===== src/rtl/bnn_pkg.sv =====
// Shared BNN definitions: FSM state encoding and default layer dimensions.
package bnn_pkg;

    localparam int unsigned BNN_HID_W       = 4;
    localparam int unsigned BNN_NUM_CLASSES = 4;

    typedef enum logic [1:0] {
        IDLE,
        SCAN,
        DONE
    } bnn_state_t;

endpackage


===== src/rtl/bnn_xnor_popcount.sv =====
// Combinational XNOR-popcount: counts the bit positions where the hidden vector matches the weight.
module bnn_xnor_popcount #(
    parameter int unsigned HID_W   = 4,
    parameter int unsigned SCORE_W = 3
) (
    input  logic [HID_W-1:0]   hid,
    input  logic [HID_W-1:0]   weight,
    output logic [SCORE_W-1:0] score
);

    always_comb begin
        score = '0;
        for (int unsigned i = 0; i < HID_W; i++) begin
            score = score + SCORE_W'(hid[i] ~^ weight[i]);
        end
    end

endmodule


===== src/rtl/bnn_output_classifier.sv =====
// BNN output stage: iterative XNOR-popcount argmax over NUM_CLASSES loadable class weights.
// Define BNN_CLS_MARGIN_EN to build the second-best tracker and the out_margin port.
module bnn_output_classifier
    import bnn_pkg::*;
#(
    parameter int unsigned HID_W       = BNN_HID_W,
    parameter int unsigned NUM_CLASSES = BNN_NUM_CLASSES,
    parameter int unsigned CLS_W       = (NUM_CLASSES > 1) ? $clog2(NUM_CLASSES) : 1,
    parameter int unsigned SCORE_W     = $clog2(HID_W + 1)
) (
    input  logic               clk,
    input  logic               reset,
    input  logic               hid_valid,
    output logic               hid_ready,
    input  logic [HID_W-1:0]   hid_data,
    input  logic               wload_en,
    input  logic [HID_W-1:0]   wload_data,
    output logic               out_valid,
    input  logic               out_ready,
`ifdef BNN_CLS_MARGIN_EN
    output logic [SCORE_W-1:0] out_margin,
`endif
    output logic [CLS_W-1:0]   out_class,
    output logic [SCORE_W-1:0] out_score
);

    localparam logic [CLS_W-1:0] LAST = CLS_W'(NUM_CLASSES - 1);

    bnn_state_t         state, state_next;
    logic [HID_W-1:0]   weights [NUM_CLASSES];
    logic [CLS_W-1:0]   wptr, cnt, best_idx, idx_next;
    logic [HID_W-1:0]   hid_reg;
    logic [SCORE_W-1:0] score, best, best_next;
    logic               load, accept, last;

    bnn_xnor_popcount #(
        .HID_W   (HID_W),
        .SCORE_W (SCORE_W)
    ) u_popcount (
        .hid    (hid_reg),
        .weight (weights[cnt]),
        .score  (score)
    );

    assign out_valid = (state == DONE);

    always_comb begin
        state_next = state;
        hid_ready  = 1'b0;
        load       = 1'b0;
        accept     = 1'b0;
        last       = (cnt == LAST);
        case (state)
            IDLE: begin
                hid_ready = !wload_en;
                load      = wload_en;
                accept    = hid_valid && !wload_en;
                if (accept) state_next = SCAN;
            end
            SCAN:    if (last) state_next = DONE;
            DONE:    if (out_ready) state_next = IDLE;
            default: state_next = IDLE;
        endcase
    end

    // Class 0 seeds best unconditionally; later classes must strictly beat it.
    always_comb begin
        best_next = best;
        idx_next  = best_idx;
        if (cnt == '0 || score > best) begin
            best_next = score;
            idx_next  = cnt;
        end
    end

    always_ff @(posedge clk or posedge reset) begin
        if (reset) state <= IDLE;
        else       state <= state_next;
    end

    always_ff @(posedge clk or posedge reset) begin
        if (reset) begin
            wptr      <= '0;
            cnt       <= '0;
            hid_reg   <= '0;
            best      <= '0;
            best_idx  <= '0;
            out_class <= '0;
            out_score <= '0;
            for (int unsigned i = 0; i < NUM_CLASSES; i++) weights[i] <= '0;
        end else begin
            if (load) begin
                weights[wptr] <= wload_data;
                wptr          <= (wptr == LAST) ? '0 : wptr + CLS_W'(1);
            end
            if (accept) begin
                hid_reg  <= hid_data;
                cnt      <= '0;
                best     <= '0;
                best_idx <= '0;
            end
            if (state == SCAN) begin
                best     <= best_next;
                best_idx <= idx_next;
                cnt      <= last ? '0 : cnt + CLS_W'(1);
                // Result registers capture the final class too, so they hold through IDLE.
                if (last) begin
                    out_class <= idx_next;
                    out_score <= best_next;
                end
            end
        end
    end

`ifdef BNN_CLS_MARGIN_EN
    logic [SCORE_W-1:0] second, second_next;

    // A dethroned best becomes second; ties with best also land here.
    always_comb begin
        second_next = second;
        if (cnt == '0)               second_next = '0;
        else if (score > best)       second_next = best;
        else if (score > second)     second_next = score;
    end

    always_ff @(posedge clk or posedge reset) begin
        if (reset) begin
            second     <= '0;
            out_margin <= '0;
        end else begin
            if (accept) second <= '0;
            if (state == SCAN) begin
                second <= second_next;
                if (last) out_margin <= best_next - second_next;
            end
        end
    end
`endif

endmodule

===== config.mk =====
export PLATFORM = sky130hd
export DESIGN_NAME = bnn_output_classifier
export DESIGN_NICKNAME = d
export VERILOG_FILES = /design/src/rtl/bnn_pkg.sv /design/src/rtl/bnn_xnor_popcount.sv /design/src/rtl/bnn_output_classifier.sv
export SDC_FILE = /design/constraint.sdc
export NUM_CORES = 1
export LEC_CHECK = 0
export CAP_MARGIN = 20
export CORE_MARGIN = 2
export CORE_UTILIZATION = 51
export CTS_CLUSTER_DIAMETER = 200
export DETAILED_ROUTE_END_ITERATION = 16
export PLACE_DENSITY = 0.73
export RECOVER_POWER = 25
export SLEW_MARGIN = 20
export SYNTH_ARGS = -nofsm -noshare
export SYNTH_HDL_FRONTEND = slang
export SYNTH_HIERARCHICAL = 1
export SYNTH_SLANG_ARGS = --single-unit

===== constraint.sdc =====
create_clock -name clk -period 3.3 [get_ports clk]
set_input_delay 0.495 -clock clk [delete_from_list [all_inputs] [get_ports clk]]
set_output_delay 0.495 -clock clk [all_outputs]
set_load 0.005 [all_outputs]

After elaboration in Yosys (flattened, before gate mapping)
Cells that the tools add are included.
- $add $sub $neg: 5
- $lt $le $gt $ge: 4
- eq/ne operators: 7
- multiplexer cells: 22
- bitwise gates (word level): 6
- reduce and logical (&&, ||, !) cells: 9
- operator list (kind ; count):
    $mux 2 ; 9
    $bwmux 16 ; 1
    $mux 4 ; 3
    $xnor 1x1->3 ; 4
    $add 3x3->3 ; 3
    $mux 3 ; 3
    $bmux 4 s2 ; 1
    $demux 4 s2 ; 1
    $eq 2x2->1 const B ; 3
    $ge 3x3->1 const B ; 2
    $not 2->3 ; 2
    $pmux 2 s3 ; 1
    $add 2x1->2 const B ; 2
    $logic_not 2->1 ; 2
    $ne 2x2->1 const B ; 2
    $gt 3x3->1 ; 1
    $lt 3x1->1 const B ; 1
    $mux 1 ; 3
    $reduce_and 3->1 ; 1
    $eq 2x1->1 const B ; 1
    $logic_and 1x1->1 ; 2
    $ne 2x1->1 const B ; 1
    $reduce_and 2->1 ; 1
    $reduce_bool 2->1 ; 1
    2 further kinds ; 2
- bits in registers: 36
- input bits: 13
- output and inout bits: 7

Depth between registers and ports, before layout
- word-level depth: 12
- depth in mapped cells: 13
- depth with buffers taken out: 11

By module
Netlist, hierarchy kept.
- by module, submodules not included (module ; times used ; cells each ; area an instance (um^2) ; seq. area each (um^2)):
    bnn_output_classifier ; 1 ; 152 ; 1870.5 ; 900.9
    bnn_xnor_popcount ; 1 ; 9 ; 87.6 ; 0.0

Worst setup path before layout
OpenSTA, ideal clock, no wires.
- path kind: flip-flop to flip-flop
- start point: register cnt[0]
- end point: register out_class[0]
- setup time: 127 ps
- data arrival time: 3419 ps
- data required time: 3173 ps
- path slack: -247 ps
- cell stages (with the launch flop): 14
- path through: dfrtp_1 buf_2 mux4_2 xor2_1 fa_1 inv_1 ha_1 ha_1 ha_1 nor2b_1 or4_1 clkbuf_2 nand3_1 a31oi_1
- cells in the longest elaborated chain, start to end: 11
- elaborated cells between the ends (all ways): 17
- those cells by class: 3 x add/sub; 1 x order compare; 1 x eq/ne; 4 x mux; 5 x bitwise; 3 x reduce/logical
- ends and longest elaborated chain (element ; RTL line ; RTL):
    from (decl) ; bnn_output_classifier.sv:31 ; logic [CLS_W-1:0] wptr, cnt, best_idx, idx_next;
    from (signal assigned) ; bnn_output_classifier.sv:105 ; cnt <= last ? '0 : cnt + CLS_W'(1);
    $not 2->3 (not written as such) (*) ; bnn_output_classifier.sv:41 ; .weight (weights[cnt]),
    $bmux 4 s2 (*) ; bnn_output_classifier.sv:41 ;
    $mux 4 (not written as such) (*) (2 in series) ; bnn_output_classifier.sv:41 ;
    $xnor 1x1->3 ; bnn_xnor_popcount.sv:14 ; score = score + SCORE_W'(hid[i] ~^ weight[i]);
    $add 3x3->3 (2 in series) ; bnn_xnor_popcount.sv:14 ;
    $add 3x3->3 (*) ; bnn_xnor_popcount.sv:14 ;
    via score[1] ; bnn_output_classifier.sv:33 ; logic [SCORE_W-1:0] score, best, best_next;
    $gt 3x3->1 (*) ; bnn_output_classifier.sv:70 ; if (cnt == '0 || score > best) begin
    $logic_or 1x1->1 (*) ; bnn_output_classifier.sv:70 ;
    $mux 2 (*) ; bnn_output_classifier.sv:70 ;
    to (signal assigned) ; bnn_output_classifier.sv:108 ; out_class <= idx_next;
    to (decl) ; bnn_output_classifier.sv:23 ; output logic [CLS_W-1:0] out_class,
Mark *: on every way through the listed nets, which the timed path passes. The rest lies on a longest branch. The select of a mux whose other input is x is not followed.
A chain may end at the register's enable or synchronous reset.

Worst setup path in the final report
Ends and elaborated chain as after synthesis.

==> summary.md <==
| Metric | Value |
|---|---|
| Mapped Nets | between 150 and 200 |
| GRT Util Overall | approximately a fifth |
| Reg-to-reg startpoint | cnt[0] |
| First-pass DRT Iterations | 4 |
| Worst hold path type | reg -> reg |
| Failing checks | setup timing |
| Worst-Skew Late Latency | 0.29 ns |
| Final Setup Violations | 8 |
| Placer Congestion | between 0.8 and 0.9 |
| DIE WIDTH | 65.97 µm |
| Number of synthesized register bits | 36 |
| Total number of vias | 1297 |
| Post-Syn Instances | around 160 |
| Worst-Margin Slew | 0.9032 ns |
| Antenna Nets Post-Route | 0 |
| Rel. slew slack | between 30% and 40% |
| Num CTS Buffers | 5 |
| Setup_tns | -0.3230 ns |
| IO buf count | 19 |
| Via density | about 5.5 |
| Ratio of cells with drive above 1 in the final layout | ~29% |
| WL/cell | roughly 16 µm |
| Clock skew | between 0.008 and 0.009 ns |
| Max_cap viols | 0 |
| First-pass GRT wire length | approximately 6.4 mm |
| I/O pin cnt | 20 |
| Crit path time final | roughly 3.4 ns |
| CTS tree | yes |
| Critical Path Sink Type | flop |
| Max clock buf depth | 2 |
| TritonCTS Sinks | 36 |
| Syn_area_per_cell | ~12 µm² |
| # DRC | 0 |
| Total die area | roughly 4400 µm² |
| Status | finished with violations |
| Max Fanout on Critical Path | 6 |
| Critical path class | reg -> reg |
| Largest register FFs | 16 |
| RSZ-0062 raised after global routing | yes |
| Routed WL | roughly 3.8 mm |
| Initial antenna violation count | 0 |
| CP startpoint kind | flop |
| Synth cell types | 36 |
| Max H-tree Level | 2 |
| Vias in the first global route | ~1300 |
| Main synth FF type | dfrtp_1 |
| Placed wire-length estimate | between 2 and 3 mm |
| CTS Hold Bufs | 0 |
| Max Slew Vio Count | 0 |
| Final Hold Vio Count | 0 |
| Number of synthesized flops with an enable pin | 0 |
| Filler cells | between 200 and 300 |
| # diodes | 0 |
| Largest net degree at the start of global routing | 25 |
| Worst-path clk slew | roughly 0.080 ns |
| CTS Root Cell | clkbuf_8 |
| Gr ovfl total | 0 |
| Crit path required time | around 3.5 ns |
| Synth Warn # | 6 |
| Starting DRT DRC Count | 88 |
| Hold path startpoint | weights[7] |
| Cell Rows | 22 |
| Fin crit share | 101.9% |
| Seq/Total Area, Yosys | 46.01% |
| Async set or reset register ratio after synthesis | 100.0% |
| Die height | around 66 µm |
| Synth Cell Area | about 2000 µm² |
| Area Overhead vs Synth | 22.24% |
| Fmax | 297.5 MHz |
| Core box area | roughly 3700 µm² |
| CP startpoint | cnt[0] |
| Nets | between 200 and 250 |
| Fin worst setup slack | -0.06185 ns |
| Initial Utilization | 53.09% |
| Crit path DAT | around 3.6 ns |
synth_stat cells (2+ instances only):
master	instances	area, µm²
a31oi_1	5	31.28
buf_2	5	25.02
dfrtp_1	36	900.9
mux2_4	16	240.2
o21ai_1	2	10.01
and3_1	4	25.02
ha_1	11	137.6
a21o_1	2	15.01
nand3_1	6	30.03
nor2b_1	4	25.02
mux4_2	4	90.09
xor2_1	3	26.28
nor2_1	8	30.03
nand4_1	2	12.51
nand2_1	9	33.78
mux2_2	4	45.04
o21ai_0	7	35.03
inv_1	12	45.04
mux2i_1	4	40.04
per-layer routing:
metal / routed length (µm) / up-vias / GRT usage (%)
met1: 1790 / 639 / 26.64
li1: - / 612 / -
met2: 1743 / 38 / 31.31
met3: 199 / 8 / 4.429
met4: 62 / 0 / 8.163
met5: 0 / - / 0
worst max-delay path: stages (launching register included):
cell and delay, ns:
dfrtp_2 0.43, mux4_2 0.54, xor2_2 0.17, fa_1 0.53, inv_1 0.04, ha_2 0.19, ha_4 0.27, ha_4 0.19
nor2b_4 0.13, buf_6 0.11, nor4_4 0.32, o21ai_0 0.15, a31oi_1 0.20
path summary, 6_finish.rpt:
kind	slack (ns)	cells after the start	end
min	0.51	1	weights[7]
min in group asynchronous	0.83	2	hid_reg[2]
min reg2reg	0.51	1	weights[7]
max	-0.06	12	out_class[0]
max in group asynchronous	1.73	3	cnt[1]
max reg2reg	-0.06	12	out_class[0]
kinds of logic after synthesis:
group,Yosys count,share of synthesized area (%)
compound gates,20,6.709
fa+ha+maj,12,8.051
buf+inv,20,4.408
flops,36,46.01
xor+xnor,4,1.789
mux,28,21.21
simple gates,41,11.82
stage by stage:
stage / area (µm²) / util, % / setup slack, ns / instances / hold WS (ns)
floorplan: 2014 / - / -0.01082 / 161 / 0.4764
global placement: 2277 / 61.74 / -0.08601 / 228 / 0.4923
detailed placement: 2277 / 61.74 / -0.1549 / 228 / 0.4884
CTS: 2382 / 64.59 / -0.06918 / 236 / 0.5113
global route: 2394 / 64.89 / -0.2431 / 237 / 0.5244
finish: 2394 / 64.89 / -0.06185 / 237 / 0.5101
cells in the final DEF (no fill, tap or decap), types with 6 or more instances in the layout:
| master | instances |
|---|---|
| nor2_1 | 8 |
| inv_1 | 12 |
| ha_1 | 8 |
| mux2_4 | 16 |
| buf_4 | 8 |
| nand3_1 | 6 |
| dfrtp_1 | 35 |
| clkdlybuf4s50_1 | 17 |
| nand2_1 | 9 |
| clkbuf_8 | 6 |
| o21ai_0 | 7 |
area by class of cell:
cell class | instances | area, µm² | area share (%)
tap | 48 | 60.06 | 2.509
timing repair buffer | 28 | 261.5 | 10.93
clock inverter | 1 | 7.507 | 0.3136
sequential | 36 | 902.1 | 37.69
clock buffer | 7 | 86.33 | 3.607
inverter | 12 | 45.04 | 1.882
multi-input combinational | 105 | 1031 | 43.07
what timing repair did:
action	4_1_cts	5_1_grt
pin swaps	1	1
setup endpoints to repair	10	10
setup buffers	0	2
resized for setup	4	1
Power is left out: the tool's default activity adds up to more than one toggle a clock period on the data nets, which glitch-free logic cannot reach.
